==> config.mk <==
export PLATFORM = sky130hd
export DESIGN_NAME = pbs_battle_core_flat
export DESIGN_NICKNAME = d
export VERILOG_FILES = /design/src/rtl/pbs_battle_core_if.sv /design/src/rtl/pbs_battle_core.sv /design/src/flat_wrapper.sv
export SDC_FILE = /design/constraint.sdc
export NUM_CORES = 1
export LEC_CHECK = 0
export ABC_CLOCK_PERIOD_IN_PS = 3600
export CAP_MARGIN = 25
export CORE_UTILIZATION = 56
export DETAILED_ROUTE_END_ITERATION = 8
export GPL_ROUTABILITY_DRIVEN = 0
export MAX_ROUTING_LAYER = met4
export PLACE_DENSITY = 0.79
export SLEW_MARGIN = 10
export SYNTH_ARGS = -nofsm -noshare
export SYNTH_HDL_FRONTEND = slang
export SYNTH_SLANG_ARGS = --single-unit
==> constraint.sdc <==
create_clock -name clk -period 3.6 [get_ports clk]
set_input_delay 0.36 -clock clk [delete_from_list [all_inputs] [get_ports clk]]
set_output_delay 0.36 -clock clk [all_outputs]
set_load 0.01 [all_outputs]
==> src/rtl/pbs_battle_core_if.sv <==
// Handshake, move-table config and status bundle for the battle core.
// master drives moves/config; slave is the core.
interface pbs_battle_core_if #(
    parameter int unsigned HP_W   = 4,
    parameter int unsigned MOVE_W = 2,
    parameter int unsigned ACC_W  = 4
) ();
    logic              new_game;
    logic              p_move_valid;
    logic [MOVE_W-1:0] p_move;
    logic              p_move_ready;
    logic              cfg_we;
    logic [MOVE_W-1:0] cfg_idx;
    logic [HP_W-1:0]   cfg_dmg;
    logic [ACC_W-1:0]  cfg_acc;
    logic [HP_W-1:0]   p_hp;
    logic [HP_W-1:0]   ai_hp;
    logic              turn;
    logic              last_hit;
    logic [MOVE_W-1:0] last_move;
    logic              game_over;
    logic              winner;

    modport master (
        output new_game, p_move_valid, p_move, cfg_we, cfg_idx, cfg_dmg, cfg_acc,
        input  p_move_ready, p_hp, ai_hp, turn, last_hit, last_move, game_over, winner
    );

    modport slave (
        input  new_game, p_move_valid, p_move, cfg_we, cfg_idx, cfg_dmg, cfg_acc,
        output p_move_ready, p_hp, ai_hp, turn, last_hit, last_move, game_over, winner
    );
endinterface

==> src/rtl/pbs_battle_core.sv <==
// Turn-based battle engine: player move, LFSR-driven AI move, accuracy roll and
// saturating HP damage, with a small writable move table.
module pbs_battle_core #(
    parameter int unsigned HP_W      = 4,
    parameter int unsigned HP_INIT   = 9,
    parameter int unsigned MOVE_W    = 2,
    parameter int unsigned ACC_W     = 4,
    parameter logic [15:0] LFSR_SEED = 16'hACE1
) (
    input logic               clk,
    input logic               rst,
    pbs_battle_core_if.slave  bus
);
    localparam int unsigned      DEPTH   = 1 << MOVE_W;
    localparam logic [ACC_W-1:0] ACC_ALL = '1;
    localparam logic [HP_W-1:0]  HP_RST  = HP_W'(HP_INIT);

    typedef enum logic [2:0] {StPWait, StAiSel, StRoll, StApply, StDone} state_e;

    state_e            state_q, state_d;
    logic [15:0]       lfsr_q;
    logic              turn_q, turn_d;
    logic [MOVE_W-1:0] move_q, move_d;
    logic [ACC_W-1:0]  roll_q, roll_d;
    logic [HP_W-1:0]   p_hp_q, p_hp_d, ai_hp_q, ai_hp_d;
    logic              last_hit_q, last_hit_d;
    logic [MOVE_W-1:0] last_move_q, last_move_d;
    logic              winner_q, winner_d;

    logic [HP_W-1:0]   dmg_q [DEPTH];
    logic [ACC_W-1:0]  acc_q [DEPTH];

    logic [HP_W-1:0]   sel_dmg, tgt_hp, tgt_new;
    logic [ACC_W-1:0]  sel_acc;
    logic              hit, cfg_ok;

    // Galois form of x^16+x^14+x^13+x^11+1, shifting right
    always_ff @(posedge clk or negedge rst) begin
        if (!rst) begin
            lfsr_q <= LFSR_SEED;
        end else begin
            lfsr_q <= {1'b0, lfsr_q[15:1]} ^ (lfsr_q[0] ? 16'hB400 : 16'h0000);
        end
    end

    assign cfg_ok = bus.cfg_we && !bus.new_game && (state_q == StPWait || state_q == StDone);

    always_ff @(posedge clk or negedge rst) begin
        if (!rst) begin
            for (int unsigned i = 0; i < DEPTH; i++) begin
                dmg_q[i] <= HP_W'(i + 1);
                acc_q[i] <= ACC_ALL >> i;
            end
        end else if (cfg_ok) begin
            dmg_q[bus.cfg_idx] <= bus.cfg_dmg;
            acc_q[bus.cfg_idx] <= bus.cfg_acc;
        end
    end

    assign sel_dmg = dmg_q[move_q];
    assign sel_acc = acc_q[move_q];
    assign tgt_hp  = turn_q ? p_hp_q : ai_hp_q;
    assign hit     = (sel_acc == ACC_ALL) || (roll_q < sel_acc);
    assign tgt_new = !hit ? tgt_hp : (tgt_hp > sel_dmg) ? tgt_hp - sel_dmg : '0;

    always_ff @(posedge clk or negedge rst) begin
        if (!rst) begin
            state_q     <= StPWait;
            turn_q      <= 1'b0;
            move_q      <= '0;
            roll_q      <= '0;
            p_hp_q      <= HP_RST;
            ai_hp_q     <= HP_RST;
            last_hit_q  <= 1'b0;
            last_move_q <= '0;
            winner_q    <= 1'b0;
        end else begin
            state_q     <= state_d;
            turn_q      <= turn_d;
            move_q      <= move_d;
            roll_q      <= roll_d;
            p_hp_q      <= p_hp_d;
            ai_hp_q     <= ai_hp_d;
            last_hit_q  <= last_hit_d;
            last_move_q <= last_move_d;
            winner_q    <= winner_d;
        end
    end

    always_comb begin
        state_d     = state_q;
        turn_d      = turn_q;
        move_d      = move_q;
        roll_d      = roll_q;
        p_hp_d      = p_hp_q;
        ai_hp_d     = ai_hp_q;
        last_hit_d  = last_hit_q;
        last_move_d = last_move_q;
        winner_d    = winner_q;
        if (bus.new_game) begin
            state_d     = StPWait;
            turn_d      = 1'b0;
            p_hp_d      = HP_RST;
            ai_hp_d     = HP_RST;
            last_hit_d  = 1'b0;
            last_move_d = '0;
            winner_d    = 1'b0;
        end else begin
            unique case (state_q)
                StPWait: begin
                    if (bus.p_move_valid) begin
                        move_d  = bus.p_move;
                        turn_d  = 1'b0;
                        state_d = StRoll;
                    end
                end
                StAiSel: begin
                    move_d  = lfsr_q[MOVE_W-1:0];
                    turn_d  = 1'b1;
                    state_d = StRoll;
                end
                StRoll: begin
                    roll_d  = lfsr_q[ACC_W+7:8];
                    state_d = StApply;
                end
                StApply: begin
                    last_hit_d  = hit;
                    last_move_d = move_q;
                    if (turn_q) p_hp_d = tgt_new;
                    else        ai_hp_d = tgt_new;
                    if (tgt_new == '0) begin
                        state_d  = StDone;
                        winner_d = turn_q;
                    end else if (!turn_q) begin
                        state_d = StAiSel;
                    end else begin
                        state_d = StPWait;
                    end
                end
                StDone:  ;
                default: state_d = StPWait;
            endcase
        end
    end

    assign bus.p_move_ready = (state_q == StPWait);
    assign bus.p_hp         = p_hp_q;
    assign bus.ai_hp        = ai_hp_q;
    assign bus.turn         = turn_q;
    assign bus.last_hit     = last_hit_q;
    assign bus.last_move    = last_move_q;
    assign bus.game_over    = (state_q == StDone);
    assign bus.winner       = winner_q;
endmodule

==> src/flat_wrapper.sv <==
// flat-port wrapper written by rule: the top's interface ports become plain ports
module pbs_battle_core_flat 
#(
    parameter int unsigned HP_W      = 4,
    parameter int unsigned HP_INIT   = 9,
    parameter int unsigned MOVE_W    = 2,
    parameter int unsigned ACC_W     = 4,
    parameter logic [15:0] LFSR_SEED = 16'hACE1
)
  (clk, rst, bus_new_game, bus_p_move_valid, bus_p_move, bus_cfg_we, bus_cfg_idx, bus_cfg_dmg, bus_cfg_acc, bus_p_move_ready, bus_p_hp, bus_ai_hp, bus_turn, bus_last_hit, bus_last_move, bus_game_over, bus_winner);
  pbs_battle_core_if #(.HP_W(HP_W), .MOVE_W(MOVE_W), .ACC_W(ACC_W)) bus_i ();
  input logic clk;
  input logic rst;
  input wire logic [$bits(bus_i.new_game)-1:0] bus_new_game;
  input wire logic [$bits(bus_i.p_move_valid)-1:0] bus_p_move_valid;
  input wire logic [$bits(bus_i.p_move)-1:0] bus_p_move;
  input wire logic [$bits(bus_i.cfg_we)-1:0] bus_cfg_we;
  input wire logic [$bits(bus_i.cfg_idx)-1:0] bus_cfg_idx;
  input wire logic [$bits(bus_i.cfg_dmg)-1:0] bus_cfg_dmg;
  input wire logic [$bits(bus_i.cfg_acc)-1:0] bus_cfg_acc;
  output wire logic [$bits(bus_i.p_move_ready)-1:0] bus_p_move_ready;
  output wire logic [$bits(bus_i.p_hp)-1:0] bus_p_hp;
  output wire logic [$bits(bus_i.ai_hp)-1:0] bus_ai_hp;
  output wire logic [$bits(bus_i.turn)-1:0] bus_turn;
  output wire logic [$bits(bus_i.last_hit)-1:0] bus_last_hit;
  output wire logic [$bits(bus_i.last_move)-1:0] bus_last_move;
  output wire logic [$bits(bus_i.game_over)-1:0] bus_game_over;
  output wire logic [$bits(bus_i.winner)-1:0] bus_winner;
  assign bus_i.new_game = bus_new_game;
  assign bus_i.p_move_valid = bus_p_move_valid;
  assign bus_i.p_move = bus_p_move;
  assign bus_i.cfg_we = bus_cfg_we;
  assign bus_i.cfg_idx = bus_cfg_idx;
  assign bus_i.cfg_dmg = bus_cfg_dmg;
  assign bus_i.cfg_acc = bus_cfg_acc;
  assign bus_p_move_ready = bus_i.p_move_ready;
  assign bus_p_hp = bus_i.p_hp;
  assign bus_ai_hp = bus_i.ai_hp;
  assign bus_turn = bus_i.turn;
  assign bus_last_hit = bus_i.last_hit;
  assign bus_last_move = bus_i.last_move;
  assign bus_game_over = bus_i.game_over;
  assign bus_winner = bus_i.winner;
  pbs_battle_core #(.HP_W(HP_W), .HP_INIT(HP_INIT), .MOVE_W(MOVE_W), .ACC_W(ACC_W), .LFSR_SEED(LFSR_SEED)) u_core (.clk(clk), .rst(rst), .bus(bus_i));
endmodule
Word-level counts from Yosys, hierarchy flattened
Cells that the tools add are included.

storage, ports and cells
  bits in registers = 70
  input bits = 17
  output and inout port bits = 15

cells by class
  $add $sub $neg = 1
  order comparisons = 5
  equal/unequal tests = 9
  mux-type cells = 37
  bitwise gates (word level) = 4
  reductions and logical operators = 20

operators with widths
  operator                                        count
  two-way mux 4 bit                               14
  bitwise mux 16 bit                              2
  binary-select mux 4 bit (select 2 bit)          2
  two-way mux 16 bit                              1
  XOR 15 x 16 -> 16 bit                           1
  case mux 3 bit (5 select lines)                 1
  AND reduction 2 bit                             6
  two-way mux 3 bit                               3
  demux 4 bit (select 2 bit)                      1
  two-way mux 1 bit                               8
  nonzero test 2 bit                              4
  == test 3 x 2 -> 1 bit (second input constant)  2
  >= comparator 3 bit (second input constant)     2
  two-way mux 2 bit                               3
  inequality test 2 bit (second input constant)   3
  NOT 2 -> 3 bit                                  2
  == test 4 bit (second input constant)           1
  > comparator 4 bit                              1
  logical NOT 4 bit                               1
  < comparator 4 bit                              1
  case mux 2 bit (2 select lines)                 1
  subtractor 4 bit                                1
  == test 3 x 1 -> 1 bit (second input constant)  1
  == test 3 bit (second input constant)           1
  other kinds (10)                                13

Longest topological paths before layout
Gate-level depths: netlist of run 1.

  word-level depth = 11
  depth in mapped cells = 11
  depth with buffers taken out = 9

Least setup slack after synthesis of run 1
Ideal clock, no wire load.

  path kind = register to register
  start point = register u_core.move_q[0]
  end point = register u_core.state_q[0]
  library setup time = 0.118 ns
  arrival = 2.555 ns
  setup slack = 0.927 ns
  stages on the path, launching flop included = 11
  path buffers = 1
  path through = dfrtp_1 -> buf_6 -> mux4_1 -> ha_1 -> fa_1 -> xor2_1 -> nand3_1 -> nor3_1 -> a311oi_1 -> mux2_2 -> a21o_1

on the way
  longest elaborated chain between the ends = 11
  elaborated cells between the ends (all ways) = 18
  classes of those cells = add/sub (1); order compare (2); eq/ne (1); mux (11); bitwise (1); reduce/logical (2)

RTL lines
  element                                                       line                                          RTL
  start: declaration                                            pbs_battle_core.sv:23                         logic [MOVE_W-1:0] move_q, move_d;
  start signal: assignment                                      pbs_battle_core.sv:80                         move_q <= move_d;
  NOT 2 -> 3 bit (not written as such) (*)                      pbs_battle_core.sv:60, pbs_battle_core.sv:61
  binary-select mux 4 bit (select 2 bit) (on tied branches)     pbs_battle_core.sv:60, pbs_battle_core.sv:61
  two-way mux 4 bit (on tied branches) (2 in series)            pbs_battle_core.sv:60, pbs_battle_core.sv:61
  subtractor 4 bit, or another cell as far along                pbs_battle_core.sv:64                         assign tgt_new = !hit ? tgt_hp : (tgt_hp > sel_dmg) ? tgt_hp - sel_dmg : '0;
  two-way mux 4 bit / logical OR 1 bit (equally long branches)  pbs_battle_core.sv:64, pbs_battle_core.sv:63
  two-way mux 4 bit (*)                                         pbs_battle_core.sv:64
  logical NOT 4 bit (*)                                         pbs_battle_core.sv:131                        if (tgt_new == '0) begin
  two-way mux 3 bit (*)                                         pbs_battle_core.sv:131
  case mux 3 bit (5 select lines) (*)                           pbs_battle_core.sv:109                        unique case (state_q)
  two-way mux 3 bit (*)                                         pbs_battle_core.sv:100                        if (bus.new_game) begin
  end signal: assignment                                        pbs_battle_core.sv:68                         state_q <= StPWait;
  end signal: assignment                                        pbs_battle_core.sv:78                         state_q <= state_d;
  end: declaration                                              pbs_battle_core.sv:20                         state_e state_q, state_d;

Every way passes the cells marked *; elsewhere a longest branch is shown, timed or not. The select of a mux whose other input is x is not followed.
A chain may end at the register's enable or synchronous reset.

Final worst setup path of run 1
Same ends and word-level chain as after synthesis.

==> results.py, run 1 <==
metrics = {
    "floorplan": {
        "dieWidth_um": 78.0,
        "core-area_um2": 5540,
        "rows": 27,
        "ios": 32,
        "dieHeight_um": 78.0,
        "start_util_pct": 58.4,
        "die_area_um2": 6090,
    },
    "timing": {
        "relSlewSlack_pct": 50.8,
        "fin_setup_tns_ns": 0,
        "holdWs_ns": 0.0785,
        "finalClockSkew_ns": 0.00894,
        "rsz0062_at_grt": "no",
        "min_period_ns": 3.06,
        "slew_viol_final": 0,
        "fmaxAchievable_mhz": 327,
        "setup_violations": 0,
        "fin_crit_sh_pct": 85.1,
        "worst_slew_pin_slew_ns": 0.734,
        "hold_viol_final": 0,
    },
    "yosys": {
        "synth-edff-count": 0,
        "syn_inst": 242,
        "syn_nets": 267,
        "ys_ff_latch": 70,
        "yosysTopAreaCell": "dfrtp_1",
        "ys_types": 39,
        "yosysSeqAreaShare_pct": 55.2,
        "synth_async_sr_flop_share_pct": 100,
        "yosys-top-cells-area": "dfrtp_1 (33%), dfstp_2 (22%), mux2_2 (14%)",
        "synth_flop_cell": "dfrtp_1",
        "synth_top_area_share_pct": 33.2,
        "yosys_warnings": 0,
        "synth_area_per_cell_um2": 13.4,
        "syn_area_um2": 3240,
    },
    "global_route": {
        "grt_pass1_wl_um": 9940,
        "grt_max_degree": 35,
        "grt.overflow.total": 0,
        "grt_pass1_vias": 2009,
        "antenna_found_initial": 0,
        "grt_usage_pct": 22.4,
    },
    "detailed_routing": {
        "vias": 2049,
        "remaining_drc_errors": 0,
        "wire_per_inst_um": 16.6,
        "dr.first_iter.drc_count": 102,
        "drt_wl_total_um": 5930,
        "ant_nets": 0,
        "drtPass1Iterations": 4,
        "via_per_inst": 5.74,
    },
    "placed_design": {
        "placedInstanceArea_um2": 3610,
        "post-dp-hpwl_um": 4170,
        "portBuffers": 31,
    },
    "worst_setup_path": {
        "critPathKind": "flop to flop",
        "cp.required_ns": 3.82,
        "path_max_fanout": 10,
        "r2r-start": "u_core.move_q[0]",
        "endpoint_kind": "flop",
        "regToRegEndpoint": "u_core.state_q[0]",
        "arrival_ns": 3.29,
        "cp-start-kind": "flop",
        "r2r_cells": 9,
        "r2r_setup_slack_ns": 0.54,
    },
    "power_and_ir_drop": {
        "power.leakage_nw": 1.69,
        "cellPowerDensity_nw_per_um2": 644,
        "peakVddDrop_mv": 0.436,
    },
    "status": {
        "status": "finished clean",
    },
    "clock_tree": {
        "clockBufferDepth": 2,
        "numCtsBuffers": 9,
        "cts_setup_buffers": 0,
        "ctsHoldBuffers": 0,
        "h-tree-depth": 3,
        "clock_sinks": 70,
        "cts_tree": "yes",
        "root_buffer": "clkbuf_8",
        "ctsResizeCount": 0,
        "insertion_delay_ns": 0.34,
        "clk_pin_slew_ns": 0.07,
    },
    "layout": {
        "fill_cells": 408,
        "final_area_um2": 3820,
        "antenna_cells": 0,
        "area_growth_pct": 17.9,
        "seq_area_um2": 1790,
        "fin_nets": 305,
        "utilization_pct": 68.9,
        "drive_above_1_share_pct": 33.0,
        "final_common_cell": "dfrtp_1",
        "final_cell_mix": "dfrtp_1 (43), mux2_2 (39), clkdlybuf4s50_1 (30)",
        "multi_input_area_um2": 1360,
    },
    "worst_hold_path": {
        "worstHoldPathType": "primary input to async pin",
    },
    "run": {
        "max_cap_violations": 0,
    },
}
## where the power goes
| part | switching [W] | total, W | internal (W) |
|---|---|---|---|
| combinational | 0.000355 | 0.000749 | 0.000395 |
| sequential | 0.000108 | 0.00107 | 0.000966 |
| clock | 0.000275 | 0.000634 | 0.000359 |
## per-layer routing
metal | global-route usage (%) | wire length, um | vias up | share of wire (%)
met3 | 5.93 | 284 | 8 | 4.8
met4 | 4.44 | 49 | 0 | 0.83
met5 | - | 0 | - | 0
li1 | - | - | 953 | -
met2 | 35.3 | 2870 | 64 | 48
met1 | 29.6 | 2730 | 1024 | 46
## worst max-delay path, stage by stage (launching register included)
cell and delay, ns:
dfrtp_1 0.67, mux4_1 0.62, ha_1 0.22, fa_1 0.41
xor2_1 0.26, nand3_1 0.11, nor3_1 0.13, a311oi_1 0.08
mux2_2 0.28, a21o_1 0.17
## final cells by class
cell class	count	area share, %
inverter	12	1.18
timing repair buffer	35	8.79
clock buffer	13	4.16
clock inverter	3	1.15
sequential	70	46.8
tap	72	2.36
multi-input combinational	152	35.6
## synth_stat cells (2+ instances only)
master      n
nand3_1     3
ha_1        7
nand2_1     9
mux2i_1    10
dfstp_2    27
o21ai_0     7
a22oi_1     2
dfrtp_1    43
xor2_1      4
clkbuf_1    3
mux4_1      5
buf_2       3
nor3_1      8
nand2b_1    2
buf_6       2
mux4_2      3
nor2_1     20
mux2_2     39
nand3b_1    2
a2111oi_0   2
nand4b_1    2
a21oi_1    11
inv_1      12
## how the worst max path moves through the flow
stage | from | to | slack, ns | cells after the start
finish | u_core.move_q[0] | u_core.state_q[0] | 0.54 | 9
global route | u_core.move_q[0] | u_core.bus.winner | 0.27 | 9
CTS | u_core.move_q[0] | u_core.state_q[0] | 0.54 | 9
detailed placement | u_core.move_q[0] | u_core.state_q[0] | 0.58 | 9
global placement | u_core.move_q[0] | u_core.state_q[0] | 0.62 | 9
floorplan | u_core.move_q[0] | u_core.state_q[0] | 0.93 | 10
## cell families (layout without fill, tap and decap cells)
logic type      Yosys count  in the layout  share of synthesized area [%]
compound gates           29             29                           6.03
fa+ha+maj                 8              8                           3.32
buf+inv                  20             63                           2.90
flops                    70             70                           55.2
mux                      57             57                           22.8
simple gates             54             54                           8.70
xor+xnor                  4              4                           1.08
## registers in the layout, indices dropped and copies added (netlist names)
name,count
u_core.acc_q,16
u_core.dmg_q,16
u_core.lfsr_q,16
u_core.bus.ai_hp,4
u_core.bus.p_hp,4
u_core.roll_q,4
u_core.state_q,3
u_core.bus.last_move,2
u_core.move_q,2
u_core.bus.last_hit,1
u_core.bus.turn,1
u_core.bus.winner,1
## metrics by stage
stage / std cells / setup WS, ns / total power [W]
floorplan: 242 / 0.927 / 0.00165
global placement: 341 / 0.618 / 0.00179
detailed placement: 341 / 0.578 / 0.00183
CTS: 357 / 0.544 / 0.00247
global route: 357 / 0.268 / 0.00260
finish: 357 / 0.538 / 0.00246
Power figures use the tool's default switching activity.
==> inputs of run 2 (changes only) <==
--- a/config.mk
+++ b/config.mk
@@ -7,11 +7,11 @@
 export LEC_CHECK = 0
 export ABC_CLOCK_PERIOD_IN_PS = 3600
 export CAP_MARGIN = 25
-export CORE_UTILIZATION = 56
+export CORE_UTILIZATION = 50
 export DETAILED_ROUTE_END_ITERATION = 8
-export GPL_ROUTABILITY_DRIVEN = 0
+export DONT_BUFFER_PORTS = 1
+export GPL_ROUTABILITY_DRIVEN = 1
 export MAX_ROUTING_LAYER = met4
-export PLACE_DENSITY = 0.79
 export SLEW_MARGIN = 10
 export SYNTH_ARGS = -nofsm -noshare
 export SYNTH_HDL_FRONTEND = slang
==> results.py, run 2 (synthesis gave the netlist of run 1 again) <==
metrics = {
    "status": {
        "status": "finished clean",
    },
    "worst_setup_path": {
        "crit_family": "multiplexers",
        "timing.critical_path.buf_inv": 0,
        "critPathKind": "flop to flop",
        "slowest_stage": "dfrtp_1",
        "crit_chain": "mux4_1, ha_1, fa_1, xor2_1, nand3_1, nor3_1, a311oi_1, mux2_2, a21o_1",
        "slowest_delay_ns": 0.68,
        "endpoint_kind": "flop",
        "path_max_fanout": 10,
        "arrival_ns": 3.48,
        "cp.required_ns": 3.83,
        "worstSetupStartpoint": "u_core.move_q[0]",
        "cp-start-kind": "flop",
        "r2r-start": "u_core.move_q[0]",
    },
    "floorplan": {
        "dieWidth_um": 82.5,
        "ios": 32,
        "core-area_um2": 6100,
        "die_area_um2": 6800,
        "rows": 28,
        "dieHeight_um": 82.5,
        "start_util_pct": 53.1,
    },
    "power_and_ir_drop": {
        "cellPowerDensity_nw_per_um2": 716,
        "power.leakage_nw": 1.59,
        "peakVddDrop_mv": 0.398,
    },
    "layout": {
        "drive_above_1_share_pct": 36.4,
        "fin_nets": 273,
        "utilization_pct": 58.6,
        "antenna_cells": 0,
        "final_common_cell": "dfrtp_1",
        "final_cell_mix": "dfrtp_1 (43), mux2_2 (39), dfstp_2 (27)",
        "fill_cells": 466,
        "area_growth_pct": 10.4,
        "top_regs": "u_core.acc_q x16, u_core.dmg_q x16, u_core.lfsr_q x16",
    },
    "placed_design": {
        "gp_congestion": 0.891,
        "portBuffers": 0,
        "post-dp-hpwl_um": 4220,
    },
    "timing": {
        "fmaxAchievable_mhz": 307,
        "rsz0062_at_grt": "no",
        "slew_viol_final": 0,
        "hold_viol_final": 0,
        "worst_slew_pin_slew_ns": 0.793,
        "fin_setup_tns_ns": 0,
        "relSlewSlack_pct": 46.9,
        "setup_violations": 0,
        "min_period_ns": 3.25,
        "finalClockSkew_ns": 0.00718,
        "fin_crit_sh_pct": 90.4,
    },
    "clock_tree": {
        "clockBufferDepth": 2,
        "cts_setup_buffers": 0,
        "ctsResizeCount": 0,
        "insertion_delay_ns": 0.34,
        "root_buffer": "clkbuf_8",
        "clock_sinks": 70,
        "h-tree-depth": 3,
        "clk_pin_slew_ns": 0.08,
        "ctsHoldBuffers": 2,
        "cts_tree": "yes",
        "numCtsBuffers": 9,
    },
    "global_route": {
        "antenna_found_initial": 0,
        "grt.overflow.total": 0,
        "grt_max_degree": 71,
        "grt_pass1_wl_um": 9820,
        "grt_usage_pct": 21.0,
        "grt_pass1_vias": 2000,
    },
    "detailed_routing": {
        "drtPass1Iterations": 4,
        "remaining_drc_errors": 0,
        "ant_nets": 0,
        "wire_per_inst_um": 18.5,
        "dr.first_iter.drc_count": 100,
        "via_per_inst": 5.83,
        "vias": 1912,
        "drt_wl_total_um": 6070,
    },
    "worst_hold_path": {
        "worstHoldPathType": "primary input to flop",
        "hp-start": "bus_new_game",
    },
    "run": {
        "max_cap_violations": 0,
    },
}
run 2: changes by cell type in the layout (fill, tap and decap cells not counted), sizes merged:
cell           change
clkdlybuf4s50     -30
clkinvlp           +1
dlygate4sd3        +1
clkinv             -1
clkbuf             -2
bufinv             +2
buf                -3
run 2: through the flow:
stage / hold WS [ns] / cell area, um^2 / cells / setup slack [ns] / power, W
floorplan: 0.0644 / 3240 / 242 / 0.927 / 0.00165
global placement: 0.0661 / 3280 / 309 / 0.577 / 0.00173
detailed placement: 0.0657 / 3290 / 310 / 0.410 / 0.00178
CTS: 0.0583 / 3570 / 328 / 0.376 / 0.00258
global route: 0.0576 / 3570 / 328 / 0.211 / 0.00271
finish: 0.0714 / 3570 / 328 / 0.347 / 0.00256
run 2: area by class of cell:
| type | instances | area, um^2 | share of cell area (%) |
|---|---|---|---|
| flip-flops and latches | 70 | 1790 | 50.0 |
| multi-input cells | 152 | 1360 | 38.0 |
| clock buffers | 11 | 141 | 3.96 |
| clock inverters | 5 | 106 | 2.98 |
| well taps | 75 | 93.8 | 2.63 |
| inverters | 12 | 45.0 | 1.26 |
| repair buffers | 3 | 42.5 | 1.19 |
run 2: path summary, 6_finish.rpt:
kind / endpoint / depth (start not counted) / slack, ns
worst max-delay path: u_core.state_q[0] / 9 / 0.35
worst min-delay path: u_core.bus.turn / 1 / 0.07
worst max register to register: u_core.state_q[0] / 9 / 0.35
worst min register to register: u_core.lfsr_q[5] / 0 / 0.35
max in group asynchronous: u_core.bus.ai_hp[0] / 2 / 2.71
min in group asynchronous: u_core.lfsr_q[12] / 2 / 0.56
run 2: worst register-to-register path: stages (launching register included):
cell and delay [ns]:
dfrtp_1 0.68, mux4_1 0.63, ha_1 0.23, fa_1 0.41, xor2_1 0.30, nand3_1 0.14, nor3_1 0.19, a311oi_1 0.11
mux2_2 0.29, a21o_1 0.18
run 2: routing by layer:
layer	routed length, um	up-vias	global-route usage [%]
met1	2540	963	23.5
met4	86	0	7.54
met5	0	-	-
li1	-	887	-
met2	3040	52	34.3
met3	410	10	7.91
run 2: power by group:
group          internal, W  switching [W]
Sequential        0.000966       0.000115
Combinational     0.000363       0.000346
Clock             0.000481       0.000287
==> RTL edit, RTL diff (settings of run 1) <==
`ACC_W` is set to 4 in 3 places; all go to 6.
--- a/src/rtl/pbs_battle_core_if.sv
+++ b/src/rtl/pbs_battle_core_if.sv
@@ -3,7 +3,7 @@
 interface pbs_battle_core_if #(
     parameter int unsigned HP_W   = 4,
     parameter int unsigned MOVE_W = 2,
-    parameter int unsigned ACC_W  = 4
+    parameter int unsigned ACC_W  = 6
 ) ();
     logic              new_game;
     logic              p_move_valid;
--- a/src/rtl/pbs_battle_core.sv
+++ b/src/rtl/pbs_battle_core.sv
@@ -4,7 +4,7 @@
     parameter int unsigned HP_W      = 4,
     parameter int unsigned HP_INIT   = 9,
     parameter int unsigned MOVE_W    = 2,
-    parameter int unsigned ACC_W     = 4,
+    parameter int unsigned ACC_W     = 6,
     parameter logic [15:0] LFSR_SEED = 16'hACE1
 ) (
     input logic               clk,
--- a/src/flat_wrapper.sv
+++ b/src/flat_wrapper.sv
@@ -4,7 +4,7 @@
     parameter int unsigned HP_W      = 4,
     parameter int unsigned HP_INIT   = 9,
     parameter int unsigned MOVE_W    = 2,
-    parameter int unsigned ACC_W     = 4,
+    parameter int unsigned ACC_W     = 6,
     parameter logic [15:0] LFSR_SEED = 16'hACE1
 )
   (clk, rst, bus_new_game, bus_p_move_valid, bus_p_move, bus_cfg_we, bus_cfg_idx, bus_cfg_dmg, bus_cfg_acc, bus_p_move_ready, bus_p_hp, bus_ai_hp, bus_turn, bus_last_hit, bus_last_move, bus_game_over, bus_winner);
Interface: changed (resized bus_cfg_acc); port bits go from 32 to 34. The function was not compared with the original's and may differ.
==> RTL edit against run 1 <==
Wire length rose by 14%. Sequential cell count is 10 higher. Hold slack improved by 280 ps. Final area increased by 14%. Worst setup slack got worse by 57 ps. Core utilization fell by 0.33 points. Total power grew 5.3%. Die area is 14% higher. Area after synthesis up 14%. Critical path type unchanged.
==> RTL edit: results (changes against run 1) <==
metric	value	unit	change
syn-num-nets	298		+12%
grt_usage	22.21	%	-0.14 points
synthCells	269		+11%
synth_area_leaders	dfrtp_1, dfstp_2, mux2_2		
clock_latency	350	ps	
arrival	3390	ps	+100 ps
reg2reg_depth	10		+1
placed_area	4131	µm²	+14%
synth-async-reset-ratio	100.0	%	unchanged
final_cells	398		+11%
grt_pass1_vias	2325		+16%
whs_endpoint	u_core.lfsr_q[3]		
synth_cell_types	49		+26%
drt_iter0_drc	111		+8.8%
cp-endpoint	u_core.bus.winner		
critPathMaxFanout	8		-2
whs	354.8	ps	+276.3 ps
clk_pin_slew_worst_paths	80	ps	
synth_common_cells	mux2_2, dfrtp_1, dfstp_2		
clock_skew	8.833	ps	-0.1083 ps
setup_slack	480.7	ps	-57.24 ps
detailed_place_hpwl	4712	µm	+13%
grt_pass1_wl	11580	µm	+17%
largestRegisters	u_core.acc_q: 24 flops, u_core.dmg_q: 16 flops, u_core.lfsr_q: 16 flops		
holdCritStartpoint	u_core.lfsr_q[4]		
via_per_inst	5.791		+0.91%
port_buffers	33		+6.5%
layout-drive-gt1-share	38.94	%	+6.0 points
synth_edf_count	0		unchanged
min_path_type	reg2reg		
post_drt_wl_per_cell	16.92	µm	+1.9%
ys_seq_area_share	55.24	%	+0.076 points
yosysWarnings	0		unchanged
status	complete, no violations		
fin_nets	345		+13%
peakVddDrop	0.4026	mV	-7.7%
placed_cells	380		+11%
grt_max_degree	81		+130%
critPathLaunch	u_core.move_q[0]		
synth_ff_type	dfrtp_1		
cts_root_buffer	clkbuf_8		
leakagePower	1.991	nW	+18%
power.switching	0.7785	mW	+5.4%
slew_headroom	61.87	%	+11 points
drt_first_pass_iters	4		unchanged
[RTL edit: critical path, cell delays in order, from the launching register on]
cell and delay, ps:
dfrtp_1 480, buf_4 240, mux4_1 610, inv_1 80, ha_1 230, a21o_1 180
a21o_2 210, a211oi_2 430, o32a_2 260, o21a_2 150, mux2i_1 180
[RTL edit: repair_timing]
action | in CTS | in global routing
endpoints found under the hold margin | 0 | 6
setup buffers | 0 | 0
endpoints found under the setup margin | 0 | 0
hold buffers | 0 | 1
[RTL edit: power by group through the flow]
stage / registers, mW / logic (mW) / clock network, mW
CTS: 1.20 / 0.788 / 0.624
floorplan: 1.18 / 0.600 / 0
detailed placement: 1.21 / 0.783 / 0
global placement: 1.20 / 0.754 / 0
global route: 1.22 / 0.870 / 0.666
finish: 1.20 / 0.785 / 0.608
[RTL edit: metal layers]
metal	wire, µm	vias to the layer above	share of wire, %	global-route usage [%]
met5	0	-	0	-
li1	-	1077	-	-
met2	3201	65	48	32.79
met1	3113	1156	46	31.26
met3	367	7	5.5	5.169
met4	51	0	0.76	6.113
[RTL edit: final cells by class]
type | instances | area (µm²)
Timing Repair Buffer | 40 | 402.9
Sequential cell | 80 | 2046
Tap cell | 77 | 96.34
Multi-Input combinational cell | 171 | 1572
Fill cell | 457 | 1997
Clock buffer | 12 | 155.1
Clock inverter | 4 | 28.78
Inverter | 14 | 52.55
[RTL edit: logic make-up (layout without fill, tap and decap cells)]
kind of cell    after synthesis  count (layout)  share of synthesized area, %
flops                        80              80                         55.24
mux                          67              67                         23.68
simple gates                 60              60                         8.041
compound gates               31              31                         6.419
buf+inv                      18              70                         2.331
fa+ha+maj                    10              10                         3.581
xor+xnor                      3               3                        0.7096
